### src/rtl/axi_inst_read_master_pkg.sv
// Shared types and AXI encodings for the instruction-fetch read master.
package axi_inst_read_master_pkg;

  typedef enum logic [1:0] {
    ST_IDLE = 2'd0,
    ST_AR   = 2'd1,
    ST_R    = 2'd2,
    ST_RESP = 2'd3
  } state_e;

  localparam logic [2:0] SIZE_4B     = 3'b010;
  localparam logic [1:0] BURST_INCR  = 2'b01;
  localparam logic [1:0] RESP_OKAY   = 2'b00;
  localparam logic [1:0] RESP_EXOKAY = 2'b01;
  localparam logic [1:0] RESP_SLVERR = 2'b10;
  localparam logic [1:0] RESP_DECERR = 2'b11;

  function automatic logic resp_is_err(input logic [1:0] resp);
    return (resp == RESP_SLVERR) || (resp == RESP_DECERR);
  endfunction

endpackage

### src/rtl/axi_inst_read_master_if.sv
// AXI4 AR and R channels between the fetch read master and the interconnect.
interface axi_inst_read_master_if #(
  parameter int ID_W = 4
);
  logic [ID_W-1:0] arid;
  logic [31:0]     araddr;
  logic [7:0]      arlen;
  logic [2:0]      arsize;
  logic [1:0]      arburst;
  logic            arvalid;
  logic            arready;
  logic [ID_W-1:0] rid;
  logic [31:0]     rdata;
  logic [1:0]      rresp;
  logic            rlast;
  logic            rvalid;
  logic            rready;

  modport master (
    output arid, araddr, arlen, arsize, arburst, arvalid, rready,
    input  arready, rid, rdata, rresp, rlast, rvalid
  );

  modport slave (
    input  arid, araddr, arlen, arsize, arburst, arvalid, rready,
    output arready, rid, rdata, rresp, rlast, rvalid
  );
endinterface

### src/rtl/axi_inst_read_master.sv
// Single-beat AXI4 read master: one fetch start pulse becomes one AR+R
// transaction returning a 32-bit instruction word and an error flag.
module axi_inst_read_master
  import axi_inst_read_master_pkg::*;
#(
  parameter int              ID_W     = 4,
  parameter logic [ID_W-1:0] AR_ID    = '0,
  parameter logic [31:0]     ERR_INST = 32'h0000_0000
) (
  input  logic        clk,
  input  logic        resetn,
  input  logic        axi_start_i,
  input  logic [31:0] axi_addr_i,
  output logic        axi_done_o,
  output logic [31:0] axi_rdata_o,
  output logic        axi_err_o,
  output logic        axi_busy_o,
  axi_inst_read_master_if.master bus
);

  state_e      state_q, state_d;
  logic [31:0] araddr_q, araddr_d;
  logic [31:0] rdata_q, rdata_d;
  logic        arvalid_q, arvalid_d;
  logic        rready_q, rready_d;
  logic        done_q, done_d;
  logic        err_q, err_d;
  logic        beat_bad;

  // Any error response or malformed beat (wrong ID, not last) degrades to a NOP.
  assign beat_bad = resp_is_err(bus.rresp) || !bus.rlast || (bus.rid != AR_ID);

  always_comb begin
    state_d   = state_q;
    araddr_d  = araddr_q;
    rdata_d   = rdata_q;
    arvalid_d = arvalid_q;
    rready_d  = rready_q;
    err_d     = err_q;
    done_d    = 1'b0;
    case (state_q)
      ST_IDLE: begin
        if (axi_start_i) begin
          if (axi_addr_i[1:0] == 2'b00) begin
            araddr_d  = {axi_addr_i[31:2], 2'b00};
            arvalid_d = 1'b1;
            state_d   = ST_AR;
          end else begin
            rdata_d = ERR_INST;
            err_d   = 1'b1;
            done_d  = 1'b1;
            state_d = ST_RESP;
          end
        end
      end
      ST_AR: begin
        if (arvalid_q && bus.arready) begin
          arvalid_d = 1'b0;
          rready_d  = 1'b1;
          state_d   = ST_R;
        end
      end
      ST_R: begin
        if (rready_q && bus.rvalid) begin
          rready_d = 1'b0;
          done_d   = 1'b1;
          state_d  = ST_RESP;
          if (beat_bad) begin
            rdata_d = ERR_INST;
            err_d   = 1'b1;
          end else begin
            rdata_d = bus.rdata;
            err_d   = 1'b0;
          end
        end
      end
      ST_RESP: state_d = ST_IDLE;
      default: state_d = ST_IDLE;
    endcase
  end

  always_ff @(posedge clk) begin
    if (!resetn) begin
      state_q   <= ST_IDLE;
      araddr_q  <= '0;
      rdata_q   <= '0;
      arvalid_q <= 1'b0;
      rready_q  <= 1'b0;
      done_q    <= 1'b0;
      err_q     <= 1'b0;
    end else begin
      state_q   <= state_d;
      araddr_q  <= araddr_d;
      rdata_q   <= rdata_d;
      arvalid_q <= arvalid_d;
      rready_q  <= rready_d;
      done_q    <= done_d;
      err_q     <= err_d;
    end
  end

  assign bus.arid    = AR_ID;
  assign bus.araddr  = araddr_q;
  assign bus.arlen   = 8'd0;
  assign bus.arsize  = SIZE_4B;
  assign bus.arburst = BURST_INCR;
  assign bus.arvalid = arvalid_q;
  assign bus.rready  = rready_q;

  assign axi_done_o  = done_q;
  assign axi_rdata_o = rdata_q;
  assign axi_err_o   = err_q;
  assign axi_busy_o  = (state_q != ST_IDLE);

endmodule
### src/flat_wrapper.sv
// flat-port wrapper written by rule: the top's interface ports become plain ports
module axi_inst_read_master_flat import axi_inst_read_master_pkg::*;
#(
  parameter int              ID_W     = 4,
  parameter logic [ID_W-1:0] AR_ID    = '0,
  parameter logic [31:0]     ERR_INST = 32'h0000_0000
)
  (clk, resetn, axi_start_i, axi_addr_i, axi_done_o, axi_rdata_o, axi_err_o, axi_busy_o, bus_arid, bus_araddr, bus_arlen, bus_arsize, bus_arburst, bus_arvalid, bus_rready, bus_arready, bus_rid, bus_rdata, bus_rresp, bus_rlast, bus_rvalid);
  axi_inst_read_master_if #(.ID_W(ID_W)) bus_i ();
  input  logic clk;
  input  logic resetn;
  input  logic axi_start_i;
  input  logic [31:0] axi_addr_i;
  output logic axi_done_o;
  output logic [31:0] axi_rdata_o;
  output logic axi_err_o;
  output logic axi_busy_o;
  output wire logic [$bits(bus_i.arid)-1:0] bus_arid;
  output wire logic [$bits(bus_i.araddr)-1:0] bus_araddr;
  output wire logic [$bits(bus_i.arlen)-1:0] bus_arlen;
  output wire logic [$bits(bus_i.arsize)-1:0] bus_arsize;
  output wire logic [$bits(bus_i.arburst)-1:0] bus_arburst;
  output wire logic [$bits(bus_i.arvalid)-1:0] bus_arvalid;
  output wire logic [$bits(bus_i.rready)-1:0] bus_rready;
  input wire logic [$bits(bus_i.arready)-1:0] bus_arready;
  input wire logic [$bits(bus_i.rid)-1:0] bus_rid;
  input wire logic [$bits(bus_i.rdata)-1:0] bus_rdata;
  input wire logic [$bits(bus_i.rresp)-1:0] bus_rresp;
  input wire logic [$bits(bus_i.rlast)-1:0] bus_rlast;
  input wire logic [$bits(bus_i.rvalid)-1:0] bus_rvalid;
  assign bus_arid = bus_i.arid;
  assign bus_araddr = bus_i.araddr;
  assign bus_arlen = bus_i.arlen;
  assign bus_arsize = bus_i.arsize;
  assign bus_arburst = bus_i.arburst;
  assign bus_arvalid = bus_i.arvalid;
  assign bus_rready = bus_i.rready;
  assign bus_i.arready = bus_arready;
  assign bus_i.rid = bus_rid;
  assign bus_i.rdata = bus_rdata;
  assign bus_i.rresp = bus_rresp;
  assign bus_i.rlast = bus_rlast;
  assign bus_i.rvalid = bus_rvalid;
  axi_inst_read_master #(.ID_W(ID_W), .AR_ID(AR_ID), .ERR_INST(ERR_INST)) u_core (.clk(clk), .resetn(resetn), .axi_start_i(axi_start_i), .axi_addr_i(axi_addr_i), .axi_done_o(axi_done_o), .axi_rdata_o(axi_rdata_o), .axi_err_o(axi_err_o), .axi_busy_o(axi_busy_o), .bus(bus_i));
endmodule
### config.mk
export PLATFORM = sky130hd
export DESIGN_NAME = axi_inst_read_master_flat
export DESIGN_NICKNAME = d
export VERILOG_FILES = /design/src/rtl/axi_inst_read_master_pkg.sv /design/src/rtl/axi_inst_read_master_if.sv /design/src/rtl/axi_inst_read_master.sv /design/src/flat_wrapper.sv
export SDC_FILE = /design/constraint.sdc
export NUM_CORES = 1
export LEC_CHECK = 0
export CAP_MARGIN = 10
export CORE_MARGIN = 4
export CORE_UTILIZATION = 39
export DETAILED_ROUTE_END_ITERATION = 16
export HOLD_SLACK_MARGIN = 0.15
export PLACE_DENSITY_LB_ADDON = 0.08
export SYNTH_ARGS = -nofsm -noshare
export SYNTH_HDL_FRONTEND = slang
export SYNTH_SLANG_ARGS = --single-unit
### constraint.sdc
create_clock -name clk -period 2.25 [get_ports clk]
set_clock_uncertainty 0.2 [all_clocks]
set_input_delay 0.45 -clock clk [delete_from_list [all_inputs] [get_ports clk]]
set_output_delay 0.45 -clock clk [all_outputs]
set_load 0.03 [all_outputs]
==> impl_metrics.yaml, run 1 <==
critical_path:
  critical_path.max_fanout: 3
  crit_buf_inv: 3
  crit_path_end_kind: "primary output"
  critPathLaunchType: "flip-flop"
  r2r_slack_ns: 0.38
  worst-setup-path-type: "flip-flop to primary output"
  critPathRequiredTime_ns: 1.60
  cpPeakStageDelay_ns: 0.41
  r2r_end: "u_core.axi_rdata_o[27]$_SDFFE_PN0P_"
  crit_slowest_cell: "dlygate4sd2_1"
  crit_path_cell_trace: "inv_1 -> ha_1 -> inv_1 -> dlygate4sd2_1"
  path_delay_family: "buffers and inverters"
  r2r_start: "u_core.state_q[0]$_SDFFE_PN0P_"
  crit_top_cell: "inv_1"
  ff2ff_path_depth: 6
  worstPathArrival_ns: 1.48
clocking:
  insertion_delay_ns: 0.34
  post-cts-setup-buffers: 0
  holdBufCountCts: 0
  cts-htree-levels: 3
  cts.clk_slew.worst_paths_ns: 0.07
  cts_buffer_depth: 2
  cts_inserted_buffers: 9
  cts_sinks: 68
  tritoncts: "built"
  root_buffer: "clkbuf_8"
synthesis:
  synth_area_um2: 2913
  syn_area_per_cell_um2: 8.517
  syn_inst: 342
  ys_seq_area_share_pct: 46.74
  ys_ff_latch: 68
  yosysWarnings: 0
  synth_cell_types: 33
global_route:
  grt_max_degree: 38
  overflow: 0
  gr-usage-all-layers_pct: 17.06
  grt_pass1_wl_um: 11970
  grt_pass1_vias: 2620
  antenna_found_initial: 0
cells_and_area:
  final_cells: 583
  utilization_pct: 62.74
  syn_to_final_growth_pct: 56.23
  drive_above_1_share_pct: 6.405
  postLayoutCellArea_um2: 4551
  nets: 558
  insertedDiodeCount: 0
place:
  port_buffers: 141
  post-dp-hpwl_um: 5671
  placedInstanceArea_um2: 4383
  place_inst: 567
  gp_congestion: 0.7548
drt:
  drc: 0
  drt-total-wl_um: 7681
  antenna_left: 0
  vias: 2685
  drt_iter0_markers: 100
  wl_per_cell_um: 13.17
  viasPerCell: 4.605
  first_pass_iters: 6
power:
  ir_drop_mv: 0.4538
  power_density_nw_per_um2: 732.1
  power_leakage_nw: 1.750
timing:
  final-hold-violation-count: 0
  timing.hold.ws_ns: 0.2542
  slew_viol_final: 0
  rsz0062_at_grt: "false"
  timing.fmax_ghz: 0.4699
  period_minus_slack_ns: 2.128
  tns_ns: 0
  setup_violations: 0
  min_period_over_period_pct: 94.59
run:
  maxCapViolCount: 0
floorplanning:
  core_um2: 7253
  io_pins: 162
  dieArea_um2: 8915
  initial_core_util_pct: 40.16
  dieWidth_um: 94.42
  rows: 31
  die_h_um: 94.42
hold_path:
  whs_endpoint: "u_core.bus.araddr[4]$_SDFFE_PN0P_"
  min_path_cells: 2
  hp-class: "flip-flop to flip-flop"
  hold_start: "u_core.bus.araddr[4]$_SDFFE_PN0P_"
status:
  outcome: "finished, final reports clean"
per-layer routing:
layer  GRT usage (%)  wire length (um)
met2           30.44              3746
met5               0                 0
met4           6.859               120
met1           18.69              3101
met3           5.418               713
how the worst max path moves through the flow:
stage / startpoint / to / slack [ns] / depth (start not counted)
2_1_floorplan: u_core.state_q[0]$_SDFFE_PN0P_ / u_core.axi_rdata_o[10]$_SDFFE_PN0P_ / 0.53 / 7
3_3_place_gp: axi_addr_i[1] / u_core.axi_rdata_o[1]$_SDFFE_PN0P_ / 0.16 / 5
3_5_place_dp: axi_addr_i[1] / u_core.axi_rdata_o[7]$_SDFFE_PN0P_ / 0.14 / 5
4_1_cts: u_core.state_q[0]$_SDFFE_PN0P_ / axi_busy_o / 0.12 / 4
5_1_grt: u_core.state_q[0]$_SDFFE_PN0P_ / axi_busy_o / 0.07 / 4
6_report: u_core.state_q[0]$_SDFFE_PN0P_ / axi_busy_o / 0.12 / 4
cell usage after synthesis (all sizes together):
master | n | share of area [%]
a211o | 2 | 0.60
a21boi | 2 | 0.52
a21oi | 33 | 5.7
a31oi | 1 | 0.21
a41o | 1 | 0.34
and3 | 1 | 0.21
and4b | 1 | 0.34
and4bb | 1 | 0.43
buf | 35 | 8.4
clkbuf | 9 | 1.2
conb | 2 | 0.26
dfxtp | 68 | 47
ha | 3 | 1.3
inv | 6 | 0.77
mux2i | 34 | 12
nand2 | 95 | 12
nand3 | 34 | 5.8
nand4bb | 1 | 0.39
nor2 | 3 | 0.39
nor2b | 1 | 0.21
nor3 | 1 | 0.17
nor4 | 1 | 0.43
o211ai | 1 | 0.26
o21a | 1 | 0.26
o21ai | 2 | 0.34
o31a | 1 | 0.30
o41ai | 1 | 0.30
or2 | 1 | 0.21
sequential cells by signal, indices dropped and copies added (netlist names):
| register | cells |
|---|---|
| u_core.axi_err_o | 1 |
| u_core.bus.araddr | 30 |
| u_core.state_q | 2 |
| u_core.axi_rdata_o | 32 |
| u_core.bus.arvalid | 1 |
| u_core.axi_done_o | 1 |
| u_core.bus.rready | 1 |
repair_timing:
item,4_1_cts,5_1_grt
setup endpoints to repair,1,0
resized for setup,1,0
endpoints found under the hold margin,0,0
cells in the final DEF, fill, tap and decap left out:
cell	Yosys	layout
a211o_1	2	1
a211o_2	0	1
a21boi_1	2	2
a21oi_1	33	33
a31oi_1	1	1
a41o_1	1	1
and3_1	1	1
and4b_1	1	1
and4bb_2	1	1
buf_12	0	4
buf_4	19	8
clkbuf_1	9	1
clkbuf_8	0	10
clkdlybuf4s50_1	0	140
clkinv_2	0	4
clkinvlp_4	0	1
conb_1	2	19
dfxtp_1	68	68
dlygate4sd2_1	0	1
ha_1	3	3
inv_1	5	5
inv_2	1	1
mux2i_1	34	34
nand2_1	95	95
nand3_1	34	34
nand4bb_1	1	1
nor2_1	3	3
nor2b_1	1	1
nor3_1	1	1
nor4_4	0	1
o211ai_1	1	1
o21a_1	1	1
o21ai_0	1	1
o21ai_1	1	1
o31a_1	1	1
o41ai_1	1	1
or2_1	1	1
logic make-up after synthesis:
group | count (synthesis) | share of synthesized area [%]
compound gates | 45 | 8.806
buf+inv | 50 | 10.35
flops | 68 | 46.74
other cells | 2 | 0.2578
simple gates | 140 | 20.88
mux | 34 | 11.68
fa+ha+maj | 3 | 1.289
worst reg2reg max path, cell delays in order (launching register included):
cell and delay, ns:
dfxtp_1 0.36, inv_1 0.08, ha_1 0.28, a21boi_1 0.18
a211o_2 0.30, buf_12 0.19, mux2i_1 0.17
power by group:
part	total, mW	internal [mW]	switching (mW)
clock	0.875	0.422	0.452
sequential	1.31	1.27	0.0400
combinational	1.15	0.534	0.612
through the flow:
stage | total power, mW | setup slack (ns)
after CTS | 3.378 | 0.1153
final | 3.331 | 0.1217
after detailed placement | 2.503 | 0.1384
after global routing | 3.490 | 0.06943
after floorplan | 2.169 | 0.5251
after global placement | 2.493 | 0.1570
layout make-up:
cell class / count / area, um2
Fill cell: 656 / 2703
Timing Repair Buffer: 153 / 1550
Sequential cell: 68 / 1361
Multi-Input combinational cell: 241 / 1324
Clock buffer: 11 / 141.4
Tap cell: 99 / 123.9
Clock inverter: 5 / 27.53
Inverter: 6 / 22.52
Power figures use the tool's default switching activity.
==> run 2, diff against run 1 <==
- SLEW_MARGIN: unset -> 10
==> results of run 2 <==
No change in the layout: final DEF, timing and power equal those of run 1.
==> run 3, diff against run 2 <==
- GPL_TIMING_DRIVEN: unset -> 0
- REMOVE_ABC_BUFFERS: unset -> 1
- SETUP_SLACK_MARGIN: unset -> 0.3
==> impl_metrics.yaml, run 3 (synthesis gave the netlist of run 1 again) <==
status:
  outcome: "finished, final reports clean"
clocking:
  holdBufCountCts: 0
  cts.clk_slew.worst_paths_ns: 0.07
  cts_buffer_depth: 2
  insertion_delay_ns: 0.33
  cts-htree-levels: 3
  cts_inserted_buffers: 9
  root_buffer: "clkbuf_8"
  cts_sinks: 68
  tritoncts: "built"
floorplanning:
  core_um2: 7253
  rows: 31
  io_pins: 162
  initial_core_util_pct: 40.16
  dieArea_um2: 8915
  die_h_um: 94.42
  dieWidth_um: 94.42
drt:
  vias: 2690
  viasPerCell: 4.654
  wl_per_cell_um: 13.64
  drc: 0
  first_pass_iters: 4
  antenna_left: 0
  drt-total-wl_um: 7886
  drt_iter0_markers: 58
critical_path:
  crit_top_cell: "inv_1"
  critPathRequiredTime_ns: 1.60
  r2r_slack_ns: 0.39
  critPathLaunchType: "flip-flop"
  r2r_start: "u_core.state_q[0]$_SDFFE_PN0P_"
  crit_path_cell_trace: "inv_1 -> ha_4 -> inv_1 -> buf_2"
  crit_slowest_cell: "dfxtp_1"
  ff2ff_path_depth: 6
  crit_path_end_kind: "primary output"
  cpPeakStageDelay_ns: 0.36
  worstPathArrival_ns: 1.27
  r2r_end: "u_core.axi_rdata_o[11]$_SDFFE_PN0P_"
  critical_path.max_fanout: 10
  worst-setup-path-type: "flip-flop to primary output"
hold_path:
  min_path_cells: 2
  hold_start: "u_core.bus.araddr[11]$_SDFFE_PN0P_"
  whs_endpoint: "u_core.bus.araddr[11]$_SDFFE_PN0P_"
  hp-class: "flip-flop to flip-flop"
cells_and_area:
  drive_above_1_share_pct: 6.472
  layout_common_cells: "95 x nand2_1, 73 x clkdlybuf4s50_1, 68 x dfxtp_1"
  largest_register_ffs: 32
  fillers: 671
  nets: 553
  utilization_pct: 62.22
  syn_to_final_growth_pct: 54.94
  postLayoutCellArea_um2: 4513
  insertedDiodeCount: 0
  final_common_cell: "nand2_1"
run:
  maxCapViolCount: 0
timing:
  slew_viol_final: 0
  rsz0062_at_grt: "true"
  period_minus_slack_ns: 1.920
  setup_violations: 0
  timing_worst_slew_pin_value_ns: 0.6069
  final-hold-violation-count: 0
  timing.fmax_ghz: 0.5209
  min_period_over_period_pct: 85.32
  slew_headroom_pct: 59.48
power:
  power_density_nw_per_um2: 797.9
  power_leakage_nw: 2.062
  ir_drop_mv: 0.4198
  total_power_mw: 3.601
global_route:
  overflow: 0
  gr-usage-all-layers_pct: 17.82
  grt_max_degree: 39
  grt_pass1_wl_um: 12560
  grt_pass1_vias: 2618
  antenna_found_initial: 0
place:
  gp_congestion: 0.7423
  post-dp-hpwl_um: 5612
  placedInstanceArea_um2: 4303
  port_buffers: 141
run 3: stage by stage:
stage	setup WS [ns]	std cells	setup TNS [ns]	hold slack, ns
floorplan	-0.4139	315	-8.485	0.2515
global placement	-1.781	555	-83.79	0.2409
detailed placement	-0.5771	559	-24.44	0.2459
CTS	0.1562	578	0	0.2534
global route	0.2410	578	0	0.2749
finish	0.3302	578	0	0.2507
run 3: layer usage:
layer / vias up / track usage (%) / routed length, um
li1: 1360 / - / -
met1: 1229 / 21.37 / 3356
met4: 0 / 5.776 / 72
met2: 96 / 28.43 / 3623
met5: - / 0 / 0
met3: 5 / 8.127 / 834
run 3: critical path: cells and delay by family (launching register included):
family	cells	cell delay [ns]
adders and majority gates	1	0.21
DFF	1	0.36
buffers and inverters	3	0.37
run 3: repair_timing:
action                     in CTS  in global routing
pin swaps                       2                  0
gates resized for setup        75                  5
buffers inserted                3                  0
setup endpoints to repair     130                 39
run 3: worst max-delay path by stage:
stage                                         startpoint                                 end  slack, ns  cells after the start
after floorplan                               bus_rid[0]       u_core.axi_err_o$_SDFFE_PN0P_      -0.41                      3
after global placement                        bus_rid[1]       u_core.axi_err_o$_SDFFE_PN0P_      -1.78                      4
after detailed placement                          resetn  u_core.axi_rdata_o[9]$_SDFFE_PN0P_      -0.58                      4
after CTS                 u_core.state_q[0]$_SDFFE_PN0P_                          axi_busy_o       0.16                      4
after global routing      u_core.state_q[0]$_SDFFE_PN0P_                          axi_busy_o       0.24                      4
final                     u_core.state_q[0]$_SDFFE_PN0P_                          axi_busy_o       0.33                      4
run 3: final cells by class:
type	instances	area [um2]	share of cell area (%)
clock inverters	5	75.07	1.663
clock buffers	11	141.4	3.133
multi-input cells	241	1368	30.30
repair buffers	148	1421	31.49
well taps	99	123.9	2.745
inverters	6	22.52	0.4990
flip-flops and latches	68	1361	30.16
run 3: power breakdown:
| group | switching, mW | leakage, nW | internal [mW] | total, mW |
|---|---|---|---|---|
| registers | 0.0379 | 0.550 | 1.27 | 1.31 |
| clock network | 0.441 | 0.113 | 0.649 | 1.09 |
| logic | 0.638 | 1.40 | 0.564 | 1.20 |
